**src/rtl/riscv_pkg.sv**
```systemverilog
// Shared RISC-V front-end definitions: widths, fetch FSM states, opcodes.
// Pure declarations, no logic and no latency.
// No backpressure: nothing here is clocked.
package riscv_pkg;

    localparam int XLEN     = 32;
    localparam int ILEN     = 32;
    localparam int OPCODE_W = 7;

    localparam logic [XLEN-1:0] PC_STEP = 32'd4;

    // Base-ISA major opcodes seen by the control unit
    localparam logic [OPCODE_W-1:0] OPC_LUI    = 7'b0110111;
    localparam logic [OPCODE_W-1:0] OPC_AUIPC  = 7'b0010111;
    localparam logic [OPCODE_W-1:0] OPC_JAL    = 7'b1101111;
    localparam logic [OPCODE_W-1:0] OPC_JALR   = 7'b1100111;
    localparam logic [OPCODE_W-1:0] OPC_BRANCH = 7'b1100011;
    localparam logic [OPCODE_W-1:0] OPC_LOAD   = 7'b0000011;
    localparam logic [OPCODE_W-1:0] OPC_STORE  = 7'b0100011;
    localparam logic [OPCODE_W-1:0] OPC_OP_IMM = 7'b0010011;

    typedef enum logic [1:0] {
        FETCH_IDLE = 2'd0,
        FETCH_REQ  = 2'd1,
        FETCH_WAIT = 2'd2
    } fetch_state_t;

    // One buffered instruction: where it came from and what it is
    typedef struct packed {
        logic [XLEN-1:0] pc;
        logic [ILEN-1:0] data;
    } fetch_entry_t;

    // Fetch addresses are always word aligned; low two bits are dropped
    function automatic logic [XLEN-1:0] word_align(input logic [XLEN-1:0] addr);
        return addr & ~XLEN'(3);
    endfunction

endpackage

```
**src/rtl/riscv_fetch_fifo.sv**
```systemverilog
// Instruction buffer between the imem response and decode, with flush.
// Latency: a push is visible at the head one cycle later; head is read from flops.
// Backpressure: head held while pop_rdy is low; pushes refused when full or flushing.
module riscv_fetch_fifo
    import riscv_pkg::*;
#(
    parameter int DEPTH = 2
) (
    input  logic                         clk,
    input  logic                         rst,
    input  logic                         flush,
    input  logic                         push_vld,
    input  fetch_entry_t                 push_dat,
    output logic                         pop_vld,
    input  logic                         pop_rdy,
    output fetch_entry_t                 pop_dat,
    output logic [$clog2(DEPTH+1)-1:0]   count
);

    localparam int PTR_W = $clog2(DEPTH);
    localparam int CNT_W = $clog2(DEPTH+1);

    fetch_entry_t     mem [DEPTH];
    logic [PTR_W-1:0] wr_ptr;
    logic [PTR_W-1:0] rd_ptr;
    logic             do_push;
    logic             do_pop;

    // Flush beats both push and pop so a redirect leaves the buffer empty
    assign do_pop  = pop_rdy && (count != '0) && !flush;
    assign do_push = push_vld && !flush && (count != CNT_W'(DEPTH));

    assign pop_vld = (count != '0);
    assign pop_dat = pop_vld ? mem[rd_ptr] : '0;

    // Pointer and occupancy tracking; depth is a power of two so pointers wrap
    always_ff @(posedge clk) begin
        if (rst || flush) begin
            wr_ptr <= '0;
            rd_ptr <= '0;
            count  <= '0;
        end else begin
            if (do_push) begin
                wr_ptr <= wr_ptr + PTR_W'(1);
            end
            if (do_pop) begin
                rd_ptr <= rd_ptr + PTR_W'(1);
            end
            count <= count + CNT_W'(do_push) - CNT_W'(do_pop);
        end
    end

    // Storage array; contents only matter where count says they are valid
    always_ff @(posedge clk) begin
        if (do_push) begin
            mem[wr_ptr] <= push_dat;
        end
    end

endmodule

```
**src/rtl/riscv_fetch_unit.sv**
```systemverilog
// Instruction fetch: issues word reads to imem, buffers responses, feeds decode.
// Latency: response in cycle N appears on inst_* in cycle N+1; one request in flight.
// Backpressure: stops requesting when buffer plus in-flight reaches depth; redirect flushes.
// Optional RISCV_FETCH_MISALIGN_CHECK_EN: sticky misalign_err on unaligned redirect targets.
module riscv_fetch_unit
    import riscv_pkg::*;
#(
    parameter logic [XLEN-1:0] RESET_PC   = 32'h0000_0000,
    parameter int              FIFO_DEPTH = 2
) (
    input  logic                clk,
    input  logic                rst,
    output logic                imem_req_valid,
    input  logic                imem_req_ready,
    output logic [XLEN-1:0]     imem_req_addr,
    input  logic                imem_rsp_valid,
    input  logic [ILEN-1:0]     imem_rsp_data,
    input  logic                redirect_valid,
    input  logic [XLEN-1:0]     redirect_target,
    output logic                inst_valid,
    input  logic                inst_ready,
    output logic [ILEN-1:0]     inst_data,
    output logic [XLEN-1:0]     inst_pc,
    output logic [OPCODE_W-1:0] inst_opcode,
    output logic                misalign_err
);

    localparam int CNT_W = $clog2(FIFO_DEPTH+1);

    fetch_state_t     state;
    logic [XLEN-1:0]  pc;
    logic [XLEN-1:0]  req_addr_q;
    logic             outstanding;
    logic             kill;

    logic [CNT_W-1:0] fifo_count;
    logic [CNT_W:0]   inflight;
    logic [CNT_W:0]   cnt_after;
    logic             req_ok;
    logic             req_fire;
    logic             rsp_take;
    logic             push;
    logic             pop_fire;
    logic             space_after;
    logic [XLEN-1:0]  target_aligned;
    fetch_entry_t     push_dat;
    fetch_entry_t     head;

    assign target_aligned = word_align(redirect_target);

    // Entries held plus the one in flight must leave room for the next response
    assign inflight = {1'b0, fifo_count} + (CNT_W+1)'(outstanding);
    assign req_ok   = !outstanding && !redirect_valid &&
                      (inflight < (CNT_W+1)'(FIFO_DEPTH));

    assign imem_req_valid = !rst && req_ok;
    assign imem_req_addr  = pc;
    assign req_fire       = imem_req_valid && imem_req_ready;

    // Responses with nothing in flight are stray and ignored
    assign rsp_take = imem_rsp_valid && outstanding;
    assign push     = rsp_take && !kill && !redirect_valid;
    assign pop_fire = inst_valid && inst_ready && !redirect_valid;

    assign cnt_after   = {1'b0, fifo_count} + (CNT_W+1)'(push) - (CNT_W+1)'(pop_fire);
    assign space_after = cnt_after < (CNT_W+1)'(FIFO_DEPTH);

    assign push_dat.pc   = req_addr_q;
    assign push_dat.data = imem_rsp_data;

    // PC, in-flight and kill tracking; a redirect orphans whatever is in flight
    always_ff @(posedge clk) begin
        if (rst) begin
            pc          <= RESET_PC;
            req_addr_q  <= RESET_PC;
            outstanding <= 1'b0;
            kill        <= 1'b0;
        end else if (redirect_valid) begin
            pc          <= target_aligned;
            outstanding <= (outstanding && !imem_rsp_valid) || req_fire;
            kill        <= (outstanding && !imem_rsp_valid) || req_fire;
        end else if (req_fire) begin
            pc          <= pc + PC_STEP;
            req_addr_q  <= pc;
            outstanding <= 1'b1;
            kill        <= 1'b0;
        end else if (rsp_take) begin
            outstanding <= 1'b0;
            kill        <= 1'b0;
        end
    end

    // Fetch sequencing: idle until a request may go out, wait for its data
    always_ff @(posedge clk) begin
        if (rst || redirect_valid) begin
            state <= FETCH_IDLE;
        end else begin
            case (state)
                FETCH_IDLE: begin
                    if (req_fire) begin
                        state <= FETCH_WAIT;
                    end else if (req_ok) begin
                        state <= FETCH_REQ;
                    end
                end
                FETCH_REQ: begin
                    if (req_fire) begin
                        state <= FETCH_WAIT;
                    end
                end
                FETCH_WAIT: begin
                    if (rsp_take) begin
                        state <= space_after ? FETCH_REQ : FETCH_IDLE;
                    end
                end
                default: state <= FETCH_IDLE;
            endcase
        end
    end

    riscv_fetch_fifo #(
        .DEPTH (FIFO_DEPTH)
    ) u_fifo (
        .clk      (clk),
        .rst      (rst),
        .flush    (redirect_valid),
        .push_vld (push),
        .push_dat (push_dat),
        .pop_vld  (inst_valid),
        .pop_rdy  (inst_ready),
        .pop_dat  (head),
        .count    (fifo_count)
    );

    assign inst_data   = head.data;
    assign inst_pc     = head.pc;
    assign inst_opcode = head.data[OPCODE_W-1:0];

`ifdef RISCV_FETCH_MISALIGN_CHECK_EN
    // Remember any redirect to an unaligned target until the next reset
    always_ff @(posedge clk) begin
        if (rst) begin
            misalign_err <= 1'b0;
        end else if (redirect_valid && (redirect_target[1:0] != 2'b00)) begin
            misalign_err <= 1'b1;
        end
    end
`else
    assign misalign_err = 1'b0;
`endif

endmodule

```
**config.mk**
```make
export PLATFORM = sky130hd
export DESIGN_NAME = riscv_fetch_unit
export DESIGN_NICKNAME = d
export VERILOG_FILES = /design/src/rtl/riscv_pkg.sv /design/src/rtl/riscv_fetch_fifo.sv /design/src/rtl/riscv_fetch_unit.sv
export SDC_FILE = /design/constraint.sdc
export NUM_CORES = 1
export LEC_CHECK = 0
export ABC_AREA = 1
export CORE_MARGIN = 2
export CORE_UTILIZATION = 51
export CTS_CLUSTER_SIZE = 40
export DETAILED_ROUTE_END_ITERATION = 10
export PLACE_DENSITY_LB_ADDON = 0.08
export SLEW_MARGIN = 20
export SYNTH_ARGS = -nofsm -noshare
export SYNTH_HDL_FRONTEND = slang
export SYNTH_SLANG_ARGS = --single-unit
```
**constraint.sdc**
```tcl
create_clock -name clk -period 4.3 [get_ports clk]
set_clock_uncertainty 0.05 [all_clocks]
set_input_delay 0.43 -clock clk [delete_from_list [all_inputs] [get_ports clk]]
set_output_delay 0.43 -clock clk [all_outputs]
set_load 0.03 [all_outputs]
```
==> flow_summary.yaml <==
worst_setup_path:
  critPathTopFamily: "buffers and inverters"
  crit_chain: "clkinv_2 -> nand2_1 -> a21oi_1 -> clkdlybuf4s50_1"
  cp-endpoint: "inst_data[1]"
  rr_endpoint: "u_fifo.count[1]"
  crit_arrival_ns: 2.47
  reg2reg_slack_ns: 1.88
  cp_slowest_stage_delay_ns: 0.67
  setup.worst_path.start_class: "flip-flop"
  cpMaxStageDelayCell: "clkinv_2"
  r2r_cells: 10
  r2r_start: "u_fifo.count[1]"
  crit_cells: 4
  setup.worst_path.class: "reg2out"
  cp_max_fo: 62
  cp-end-kind: "output pin"
  required_ns: 3.82
  critPathBufInv: 2
synthesis:
  yosysMostFrequentCell: "nand2_1"
  synth_compound_area_share_pct: 9.83
  ys_warn_count: 0
  synthTopCellsByArea: "edfxtp_1, dfxtp_1, nand2_1"
  synth-seq-cells: 191
  synth_edf_count: 124
  synth_top_area_share_pct: 45.1
  ys_top_cells_by_count: "nand2_1, edfxtp_1, a21oi_1"
  syn_avg_cell_area_um2: 9.20
  yosys.area.top_type: "edfxtp_1"
  postSynthCellCount: 898
  netlist_area_mm2: 0.00826
  synthDistinctLibCells: 39
  yosys.area_share.simple_pct: 20.9
  synth_top_family_by_area: "simple AND/OR/NAND/NOR gates"
  synthFlopType: "edfxtp_1"
  async_flop_share_pct: 0
  synth_fa_ha_area_share_pct: 0.454
  muxShareOfSynthArea_pct: 0
  synthXorXnorAreaFrac_pct: 0.530
  synth_seq_area_share_pct: 61.3
power:
  clock_power_share_pct: 39.5
  power.switching_w: 0.000838
  power_density_mw_per_mm2: 358
  p_int_w: 0.00298
  power.leakage_nw: 3.96
  sequentialPowerShare_pct: 53.0
  switching_share_pct: 22.0
  ir_worst_vdd_v: 0.000302
  p_comb_share_pct: 7.5
sta:
  report.final.slew_viol_count: 0
  setup_viol: 0
  tightest_slew_ns: 0.877
  fmax_ghz: 0.339
  slew_headroom_pct: 41.5
  final_hold_viol_count: 0
  finalSetupTns_ns: 0
  rsz0062_at_grt: "no"
  finalCritPeriodShare_pct: 68.6
  fin_ws_ns: 1.35
  fin_crit_ns: 2.95
clock_network:
  clock-sinks: 191
  htree_levels: 4
  cts_made_buffers: 17
  root_buffer: "clkbuf_16"
  cts_resized: 0
  cts_setup_buffers: 0
  hold_buffers: 0
  clk_pin_slew_worst_paths_ns: 0.06
  clk_path_buf_depth: 2
  worst_skew_pair.late_latency_ns: 0.42
  cts_tree: "built"
finish:
  final_util_pct: 67.1
  drive_gt1_share_pct: 5.75
  fill_cells: 1318
  antenna_cells: 0
  final_nets: 1120
  syn2layout_area_growth_pct: 28.9
routing:
  drc_errors: 0
  firstDrtPassIters: 5
  routedWlPerCell_um: 14.7
  vias: 6438
  vias_per_cell: 5.05
  postRouteAntennaNets: 0
  wl_um: 18700
  drt_iter0_drc: 434
flow_run:
  maxCapViolations: 0
global_routing:
  antenna_found_initial: 0
  grt_max_degree: 63
  grt_pass1_wl_um: 30000
  grt_usage_pct: 21.9
  first_global_vias: 5992
  overflow: 0
place:
  dp_slack_ns: 1.36
  io_buffers: 168
  dpl.hpwl_um: 12300
  place_congestion: 0.896
die:
  die_h_um: 131
  fp.coreArea_mm2: 0.0159
  rows: 46
  fp.dieArea_mm2: 0.0172
  start_util_pct: 52.0
  io_pins: 176
  fp.dieW_um: 131
outcome:
  status: "finished clean"
hold_path:
  hold_path.class: "reg2reg"
## through the flow
step           hold slack [ns]  cells  instance area [um2]  power (W)
3_5_place_dp             0.393   1244                10100    0.00235
3_3_place_gp             0.385   1244                10100    0.00234
6_report                 0.407   1276                10700    0.00382
5_1_grt                  0.418   1276                10700    0.00395
4_1_cts                  0.409   1276                10700    0.00384
2_1_floorplan            0.370    902                 8280    0.00221
## sequential cells by signal, summed over array words and instances (netlist names), named ones only
| name | cells |
|---|---|
| u_fifo.mem | 124 |
| imem_req_addr | 30 |
| req_addr_q | 30 |
| u_fifo.count | 2 |
| kill | 1 |
| outstanding | 1 |
| u_fifo.rd_ptr | 1 |
| u_fifo.wr_ptr | 1 |
## metal layers
metal  up-vias  GRT usage, %  share of wire (%)
met4         0          7.79                2.3
met3        30          4.78                5.0
li1       3236             -                  -
met5         -             0                  0
met1      2967          30.0                 46
met2       205          34.6                 46
## worst min path at each step
stage | cells after the start | end | startpoint | slack, ns
floorplan | 0 | u_fifo.mem[0][37] | req_addr_q[5] | 0.37
global placement | 0 | u_fifo.mem[1][36] | req_addr_q[4] | 0.39
detailed placement | 0 | u_fifo.mem[1][37] | req_addr_q[5] | 0.39
CTS | 0 | u_fifo.mem[0][59] | req_addr_q[27] | 0.41
global route | 0 | u_fifo.mem[0][59] | req_addr_q[27] | 0.42
finish | 0 | u_fifo.mem[1][55] | req_addr_q[23] | 0.41
## layout by cell type, fill, tap and decap left out, types with 3 or more instances in the layout
cell,n
buf_4,7
nand3b_1,4
o21ai_0,37
clkbuf_16,19
clkdlybuf4s50_1,168
nand2_1,274
clkinv_2,5
nor2_4,7
nand3_1,40
edfxtp_1,124
dfxtp_1,66
nor2_1,65
conb_1,5
clkbuf_1,4
nand4_1,5
a21oi_1,100
xnor2_1,3
inv_1,77
o21a_1,8
ha_1,3
nor2_2,4
## logic make-up (layout without fill, tap and decap cells)
kind of cell | after synthesis | after routing
flip-flops | 191 | 191
AND/OR/NAND/NOR | 411 | 411
AO/OA/AOI/OAI | 155 | 155
adder cells (fa/ha/maj) | 3 | 3
other | 1 | 5
buffers and inverters | 132 | 290
XOR/XNOR | 5 | 5
## area by class of cell
type / instances / area (um2) / share of cell area, %
sequential: 191 / 5070 / 47.6
inverter: 81 / 305 / 2.87
clock buffer: 23 / 490 / 4.60
multi-input combinational: 579 / 2660 / 25.0
clock inverter: 9 / 82.6 / 0.775
timing repair buffer: 177 / 1770 / 16.7
tap: 216 / 270 / 2.54
## power groups by stage
stage / clock network (W) / registers (W) / logic, W
after floorplan: 0 / 0.00208 / 0.000123
after CTS: 0.00154 / 0.00202 / 0.000288
after detailed placement: 0 / 0.00206 / 0.000286
final: 0.00151 / 0.00202 / 0.000288
after global placement: 0 / 0.00206 / 0.000283
after global routing: 0.00161 / 0.00203 / 0.000314
(Power assumes the default switching activity.)
